<file path="src/rtl/s_term_pkg.sv">
// s_term_pkg: shared types and constants for the south-edge terminal tile.
//   mode_t       2-bit per-group loopback mode (PASS, REG, ZERO, ONE)
//   CFG_W        width of the tile configuration field
//   MODE_W       width of one group's mode field
//   CO_IDX       cfg bit that drives the carry terminator
//   G1..G4       group index; group k uses cfg[k*MODE_W +: MODE_W]
package s_term_pkg;

  typedef enum logic [1:0] {
    PASS = 2'b00,
    REG  = 2'b01,
    ZERO = 2'b10,
    ONE  = 2'b11
  } mode_t;

  localparam int unsigned CFG_W  = 9;
  localparam int unsigned MODE_W = 2;
  localparam int unsigned CO_IDX = 8;

  localparam int unsigned G1  = 0;
  localparam int unsigned G2M = 1;
  localparam int unsigned G2E = 2;
  localparam int unsigned G4  = 3;

endpackage

</file>
<file path="src/rtl/s_term_wire_group.sv">
// s_term_wire_group: loopback for one wire group of the south terminal.
// Macro S_TERM_REG_EN: when defined, a pipeline register samples din on
// every clock edge and mode REG selects it; when undefined no flops are
// built and REG behaves as PASS.
// Ports:
//   clk    in  1      fabric clock (rising edge)
//   rst_n  in  1      asynchronous active-low reset
//   mode   in  mode_t loopback mode for this group
//   din    in  WIDTH  southbound wires
//   dout   out WIDTH  northbound wires
module s_term_wire_group
  import s_term_pkg::*;
#(
  parameter int unsigned WIDTH = 4
) (
  input  logic             clk,
  input  logic             rst_n,
  input  mode_t            mode,
  input  logic [WIDTH-1:0] din,
  output logic [WIDTH-1:0] dout
);

`ifdef S_TERM_REG_EN
  // Sampled regardless of mode so entering REG never exposes stale data.
  logic [WIDTH-1:0] pipe_q;

  always_ff @(posedge clk or negedge rst_n) begin
    if (!rst_n) begin
      pipe_q <= '0;
    end else begin
      pipe_q <= din;
    end
  end
`else
  logic unused_clk;
  assign unused_clk = clk ^ rst_n;
`endif

  always_comb begin
    dout = din;
    case (mode)
      PASS: dout = din;
`ifdef S_TERM_REG_EN
      REG:  dout = pipe_q;
`else
      REG:  dout = din;
`endif
      ZERO: dout = '0;
      ONE:  dout = '1;
      default: dout = din;
    endcase
  end

endmodule

</file>
<file path="src/rtl/s_term_param.sv">
// s_term_param: parametrised south-edge terminal tile for the bottom row.
// Loops each southbound group back north under a frame-configured mode,
// ties off the carry chain and forwards frame configuration signals.
// Macro S_TERM_REG_EN enables the per-group one-cycle REG mode.
// Ports:
//   UserCLK        in  1                fabric clock
//   resetn         in  1                asynchronous active-low reset
//   S1END/N1BEG    in/out W1            single wires (group G1)
//   S2MID/N2BEG    in/out W2            double midpoints (group G2M)
//   S2END/N2BEGb   in/out W2            double ends (group G2E)
//   S4END/N4BEG    in/out W4            quad wires (group G4)
//   Co             out 1                carry terminator = cfg[8]
//   FrameData      in  FrameBitsPerRow  configuration data row
//   FrameStrobe    in  MaxFramesPerCol  frame strobes
//   FrameData_O    out FrameBitsPerRow  copy of FrameData
//   FrameStrobe_O  out MaxFramesPerCol  copy of FrameStrobe
module s_term_param
  import s_term_pkg::*;
#(
  parameter int unsigned W1              = 4,
  parameter int unsigned W2              = 8,
  parameter int unsigned W4              = 16,
  parameter int unsigned MaxFramesPerCol = 20,
  parameter int unsigned FrameBitsPerRow = 32,
  parameter int unsigned CFG_FRAME       = 0,
  parameter int unsigned CFG_BIT         = 0
) (
  input  logic                       UserCLK,
  input  logic                       resetn,
  input  logic [W1-1:0]              S1END,
  input  logic [W2-1:0]              S2MID,
  input  logic [W2-1:0]              S2END,
  input  logic [W4-1:0]              S4END,
  output logic [W1-1:0]              N1BEG,
  output logic [W2-1:0]              N2BEG,
  output logic [W2-1:0]              N2BEGb,
  output logic [W4-1:0]              N4BEG,
  output logic                       Co,
  input  logic [FrameBitsPerRow-1:0] FrameData,
  input  logic [MaxFramesPerCol-1:0] FrameStrobe,
  output logic [FrameBitsPerRow-1:0] FrameData_O,
  output logic [MaxFramesPerCol-1:0] FrameStrobe_O
);

  logic [CFG_W-1:0] cfg;
  logic             str_q;
  logic             strobe;

  assign strobe = FrameStrobe[CFG_FRAME];

  // str_q resets high: a strobe already asserted across reset release must
  // first be sampled low before it can produce a load edge.
  always_ff @(posedge UserCLK or negedge resetn) begin
    if (!resetn) begin
      cfg   <= '0;
      str_q <= 1'b1;
    end else begin
      str_q <= strobe;
      if (strobe && !str_q) begin
        cfg <= FrameData[CFG_BIT +: CFG_W];
      end
    end
  end

  assign Co = cfg[CO_IDX];

  s_term_wire_group #(.WIDTH(W1)) u_g1 (
    .clk   (UserCLK),
    .rst_n (resetn),
    .mode  (mode_t'(cfg[G1*MODE_W +: MODE_W])),
    .din   (S1END),
    .dout  (N1BEG)
  );

  s_term_wire_group #(.WIDTH(W2)) u_g2m (
    .clk   (UserCLK),
    .rst_n (resetn),
    .mode  (mode_t'(cfg[G2M*MODE_W +: MODE_W])),
    .din   (S2MID),
    .dout  (N2BEG)
  );

  s_term_wire_group #(.WIDTH(W2)) u_g2e (
    .clk   (UserCLK),
    .rst_n (resetn),
    .mode  (mode_t'(cfg[G2E*MODE_W +: MODE_W])),
    .din   (S2END),
    .dout  (N2BEGb)
  );

  s_term_wire_group #(.WIDTH(W4)) u_g4 (
    .clk   (UserCLK),
    .rst_n (resetn),
    .mode  (mode_t'(cfg[G4*MODE_W +: MODE_W])),
    .din   (S4END),
    .dout  (N4BEG)
  );

  assign FrameData_O   = FrameData;
  assign FrameStrobe_O = FrameStrobe;

endmodule

</file>
<file path="config.mk">
export PLATFORM = sky130hd
export DESIGN_NAME = s_term_param
export DESIGN_NICKNAME = d
export VERILOG_FILES = /design/src/rtl/s_term_pkg.sv /design/src/rtl/s_term_wire_group.sv /design/src/rtl/s_term_param.sv
export SDC_FILE = /design/constraint.sdc
export NUM_CORES = 1
export LEC_CHECK = 0
export CAP_MARGIN = 10
export CORE_AREA = 2 2 75 77
export DETAILED_ROUTE_END_ITERATION = 10
export DIE_AREA = 0 0 77 79
export PLACE_DENSITY = 0.84
export SYNTH_ARGS = -nofsm -noshare
export SYNTH_HDL_FRONTEND = slang
export SYNTH_SLANG_ARGS = --single-unit
</file>
<file path="constraint.sdc">
create_clock -name UserCLK -period 1.5 [get_ports UserCLK]
set_input_delay 0.3 -clock UserCLK [delete_from_list [all_inputs] [get_ports UserCLK]]
set_output_delay 0.3 -clock UserCLK [all_outputs]
set_load 0.1 [all_outputs]
</file>
==> impl_metrics.json, run 1 <==
{
  "overflow": 0,
  "setup_viol": 18,
  "clock_latency_ns": 0.24,
  "wl_per_cell_um": 13.4,
  "min_period_over_period": 1.03,
  "hold_buffers": 0,
  "worst_ir_drop_vdd_mv": 0.684,
  "core_um2": 5340,
  "area_growth_pct": 147,
  "cts_sinks": 10,
  "crit_fanout": 16,
  "drc": 0,
  "yosysTopAreaCell": "buf_4",
  "synthCells": 153,
  "leakage_nw": 1.30,
  "max_cap_viol_count": 0,
  "synth_ff_type": "dfrtp_1",
  "cts_tree": "done",
  "rsz0062_at_grt": "yes",
  "vias": 1140,
  "skew_ns": 0.00325,
  "drv_slew": 0,
  "fillers": 434,
  "synth_warnings": 0,
  "dpl.hpwl_um": 2950,
  "hold_violations": 0,
  "grt_pass1_vias": 1229,
  "violations": "negative setup slack",
  "setup.worst_path.class": "reg -> out",
  "gp_congestion": 0.696,
  "io_buffers": 94,
  "synth_top_area_frac": 0.334,
  "fin_crit_ns": 1.55,
  "antenna_left": 0,
  "ys_ff_latch": 10,
  "ios": 179,
  "critPathLaunchType": "flip-flop",
  "power_mw": 3.95,
  "yosysMostFrequentCell": "buf_4",
  "powerDensity_nw_per_um2": 1370,
  "holdWs_ns": 0.376,
  "cts.clk_slew.worst_paths_ns": 0.05,
  "antenna_cells": 0,
  "cts_buffer_depth": 2,
  "cts_buffers": 3,
  "crit_arrival_ns": 1.25,
  "nNetsFinal": 297,
  "drt_iter0_drc": 6,
  "syn_avg_cell_area_um2": 7.65,
  "dr.pass1.iters": 3,
  "yosys-top-cells-area": "buf_4 (33%), dfrtp_1 (19%), o21ai_0 (15%)",
  "tightestPinTransition_ns": 0.440,
  "grt_usage": 0.114,
  "root_buffer": "clkbuf_8",
  "fp-row-count": 27,
  "cp.required_ns": 1.20,
  "cts_max_level": 1,
  "synth_cell_types": 14,
  "status": "finished, violations left",
  "viasPerCell": 4.10,
  "drt_wl_total_um": 3740,
  "synth_edf_count": 0,
  "yosys-top-cells-count": "buf_4 (52), inv_1 (36), o21ai_0 (35)",
  "die-width_um": 77,
  "clock.fmax_mhz": 646,
  "end_kind": "output port",
  "synthesis.area_um2": 1170,
  "dieHeight_um": 79,
  "start_util": 0.219,
  "grt_max_degree": 17,
  "async_flop_share": 1.00,
  "syn-num-nets": 243,
  "hold_path_class": "in -> async",
  "dieArea_um2": 6080,
  "grt_pass1_wl_um": 5580,
  "drive_above_1_share": 0.621,
  "setup_ws_ns": -0.0477,
  "relSlewSlack": 0.706,
  "antenna_found_initial": 0,
  "ys_seq_area_frac": 0.215
}
## layer usage
layer / track usage / part of all wire / vias up
li1: - / - / 519
met5: 0 / 0 / -
met4: 0.0589 / 0.031 / 0
met1: 0.109 / 0.31 / 538
met2: 0.216 / 0.57 / 66
met3: 0.0409 / 0.086 / 17
## state kept, by name, summed over array words and instances (netlist names)
signal  flops
cfg         9
str_q       1
## worst paths after layout
check,slack [ns],from,cells past startpoint,to
min in group UserCLK,0.53,cfg[0]$_DFFE_PN0P_,1,cfg[0]$_DFFE_PN0P_
min,0.38,resetn,1,cfg[2]$_DFFE_PN0P_
max,-0.05,cfg[7]$_DFFE_PN0P_,3,N4BEG[8]
min reg2reg,0.53,cfg[0]$_DFFE_PN0P_,1,cfg[0]$_DFFE_PN0P_
max reg2reg,0.35,str_q$_DFF_PN1_,3,cfg[5]$_DFFE_PN0P_
max in group asynchronous,0.79,resetn,1,cfg[7]$_DFFE_PN0P_
## metrics by stage
step	util	instance area, um^2	setup WS, ns	setup TNS [ns]	std cells
6_report	0.542	2890	-0.0477	-0.330	278
3_5_place_dp	0.485	2590	-0.0458	-0.364	269
4_1_cts	0.506	2700	-0.0654	-0.809	275
5_1_grt	0.542	2890	-0.0836	-1.19	278
3_3_place_gp	0.485	2590	0.00404	0	269
2_1_floorplan	-	1460	-0.178	-4.08	153
## where the power goes
part | leakage [nW] | internal, mW | switching (mW) | total [mW]
Sequential | 0.112 | 0.312 | 0.0525 | 0.365
Clock | 0.0288 | 0.231 | 0.104 | 0.334
Combinational | 1.16 | 1.21 | 2.04 | 3.25
Total | 1.30 | 1.75 | 2.19 | 3.95
## critical path, stage by stage (launching register included)
cell and delay (ns):
dfrtp_2 0.44, buf_12 0.19, o21ai_4 0.19, buf_12 0.19
## logic make-up (layout without fill, tap and decap cells)
kind of cell / count (synthesis) / after routing / synth area share
DFF: 10 / 10 / 0.215
buffers and inverters: 93 / 146 / 0.489
and+or+nand+nor: 5 / 5 / 0.0267
muxes: 9 / 9 / 0.116
AOI/OAI and AO/OA: 36 / 36 / 0.154
## what timing repair did
action	CTS	global route
pin swaps	0	18
endpoints found under the setup margin	36	32
cloned	0	2
setup buffers	2	1
resized for setup	6	39
hold endpoints to repair	0	0
## cells in the final DEF (no fill, tap or decap), drive strengths merged
cell type	Yosys	layout
clkdlybuf4s50	0	44
mux2	9	9
nor2b	1	1
inv	36	36
nand2	4	4
dlymetal6s2s	0	3
dfstp	1	1
dfrtp	9	9
buf	56	58
clkbuf	1	5
o21ai	36	36
## area by class of cell
| type | instances | area, um^2 | share of cell area |
|---|---|---|---|
| Inverter | 36 | 135 | 0.0467 |
| Tap cell | 72 | 90.1 | 0.0312 |
| Sequential cell | 10 | 256 | 0.0887 |
| Timing Repair Buffer | 106 | 1600 | 0.552 |
| Clock buffer | 4 | 55.1 | 0.0190 |
| Multi-Input combinational cell | 50 | 759 | 0.263 |
(Power assumes the default switching activity.)
==> inputs of run 2 (changes only) <==
--- a/config.mk
+++ b/config.mk
@@ -6,10 +6,11 @@
 export NUM_CORES = 1
 export LEC_CHECK = 0
 export CAP_MARGIN = 10
-export CORE_AREA = 2 2 75 77
+export CORE_AREA = 2 2 78 80
+export CTS_CLUSTER_SIZE = 24
 export DETAILED_ROUTE_END_ITERATION = 10
-export DIE_AREA = 0 0 77 79
-export PLACE_DENSITY = 0.84
+export DIE_AREA = 0 0 80 82
+export PLACE_DENSITY = 0.82
 export SYNTH_ARGS = -nofsm -noshare
 export SYNTH_HDL_FRONTEND = slang
 export SYNTH_SLANG_ARGS = --single-unit
==> constraint.sdc (replaced) <==
create_clock -name UserCLK -period 1.2 [get_ports UserCLK]
set_input_delay 0.12 -clock UserCLK [delete_from_list [all_inputs] [get_ports UserCLK]]
set_output_delay 0.12 -clock UserCLK [all_outputs]
set_load 0.1 [all_outputs]
==> impl_metrics.json, run 2 (synthesized netlist as in run 1, its figures left out) <==
{
  "hold_path_class": "in -> async",
  "power.share.clock": 0.087,
  "skew_ns": 0.00189,
  "start_util": 0.204,
  "crit_arrival_ns": 1.23,
  "cts_sinks": 10,
  "crit_path_top_delay_cell": "dfrtp_2",
  "root_buffer": "clkbuf_8",
  "worst_ir_drop_vdd_mv": 0.961,
  "core_um2": 5750,
  "crit_fanout": 16,
  "utilization": 0.504,
  "dpl.cell_count": 272,
  "dpl.hpwl_um": 3220,
  "violations": "negative setup slack",
  "cts.clk_slew.worst_paths_ns": 0.05,
  "cpMostUsedCell": "buf_12",
  "seq_power_share": 0.096,
  "status": "finished, violations left",
  "cp_slowest_stage_delay_ns": 0.44,
  "setup.worst_path.class": "reg -> out",
  "powerDensity_nw_per_um2": 1710,
  "antenna_found_initial": 0,
  "setup_ws_ns": -0.155,
  "drive_above_1_share": 0.574,
  "worstRegToRegCells": 3,
  "p_sw_mw": 2.75,
  "crit_path_cell_trace": "buf_12 > o21ai_4 > buf_12",
  "multi_input_area_um2": 773,
  "gp_congestion": 0.646,
  "clock.fmax_mhz": 738,
  "grt_pass1_vias": 1196,
  "dr.pass1.iters": 2,
  "cp_num_buf_inv": 2,
  "tightestPinTransition_ns": 0.456,
  "cp.depth": 3,
  "grt_max_degree": 17,
  "grt_pass1_wl_um": 5780,
  "setup_viol": 36,
  "regMostFlops": "cfg",
  "min_period_over_period": 1.13,
  "stdcell_count": 279,
  "final_cell_mix": "buf_12 (53), clkdlybuf4s50_1 (47), inv_1 (36)",
  "wl_per_cell_um": 13.3,
  "ios": 179,
  "rsz0062_at_grt": "yes",
  "dieArea_um2": 6560,
  "area_growth_pct": 148,
  "fillers": 505,
  "power_mw": 4.95,
  "power_frac_comb": 0.817,
  "end_kind": "output port",
  "antenna_left": 0,
  "vias": 1123,
  "overflow": 0,
  "dieHeight_um": 82,
  "drt_wl_total_um": 3710,
  "drt_iter0_drc": 7,
  "grt_usage": 0.112,
  "drv_slew": 0,
  "cts_buffer_depth": 2,
  "largest_reg_flops": 9,
  "die-width_um": 80,
  "viasPerCell": 4.03,
  "io_buffers": 94,
  "nNetsFinal": 295,
  "max_cap_viol_count": 0,
  "hold_violations": 0,
  "drc": 0,
  "p_int_mw": 2.20,
  "cpLargestDelayFamily": "flip-flops",
  "clock_latency_ns": 0.24,
  "leakage_nw": 1.28,
  "antenna_cells": 0,
  "critPathLaunchType": "flip-flop",
  "fp-row-count": 28,
  "register_area_um2": 258,
  "power.share.switching": 0.556,
  "fin_crit_ns": 1.35,
  "cp.required_ns": 1.08,
  "cts_buffers": 3,
  "relSlewSlack": 0.695,
  "hold_buffers": 0,
  "layout_commonest_cell": "buf_12",
  "largestRegisters": "cfg x9, str_q x1",
  "cts_max_level": 1,
  "cts_tree": "done"
}
-- run 2: worst reg2reg max path: stages (launching register included) --
cell,delay [ns]
dfstp_2,0.54
nor2b_4,0.05
buf_12,0.14
mux2_4,0.30
-- run 2: timing repair --
action                     4_1_cts  5_1_grt
pin swaps                        2        0
setup buffers                    2        0
resized for setup                7        2
setup endpoints to repair       36       36
cloned                           0        1
-- run 2: metal layers --
layer,GRT usage,share of wire,vias to the layer above
met5,0,0,-
met4,0.0356,0.015,0
met3,0.0462,0.11,10
met2,0.218,0.55,78
met1,0.105,0.32,518
li1,-,-,517
-- run 2: power groups by stage --
stage                     clock, mW  combinational, mW  sequential, mW
after floorplan                   0               3.20           0.491
after global placement            0               3.96           0.466
after detailed placement          0               4.01           0.464
after CTS                     0.449               4.05           0.470
after global routing          0.465               4.15           0.482
final                         0.431               4.05           0.473
-- run 2: through the flow --
stage	TNS [ns]	setup WS, ns	instance area [um^2]	hold WS [ns]
2_1_floorplan	-3.31	-0.229	1600	-0.176
3_3_place_gp	-1.06	-0.119	2760	0.241
3_5_place_dp	-1.30	-0.148	2760	0.241
4_1_cts	-4.76	-0.171	2860	0.213
5_1_grt	-6.05	-0.198	2900	0.240
6_report	-4.39	-0.155	2900	0.198
-- run 2: worst paths after layout --
check                                    from                 end  slack (ns)
min in group UserCLK            FrameData[16]     FrameData_O[16]        0.24
max in group asynchronous              resetn  cfg[7]$_DFFE_PN0P_        0.66
min                                    resetn  cfg[4]$_DFFE_PN0P_        0.20
max reg2reg                   str_q$_DFF_PN1_  cfg[8]$_DFFE_PN0P_        0.06
min reg2reg                cfg[8]$_DFFE_PN0P_  cfg[8]$_DFFE_PN0P_        0.56
max                        cfg[7]$_DFFE_PN0P_            N4BEG[1]       -0.15
-- run 2: area by class of cell --
class / count / share of cell area
clock buffers: 4 / 0.0190
inverters: 36 / 0.0466
multi-input cells: 50 / 0.267
flip-flops and latches: 10 / 0.0889
well taps: 75 / 0.0324
repair buffers: 104 / 0.546
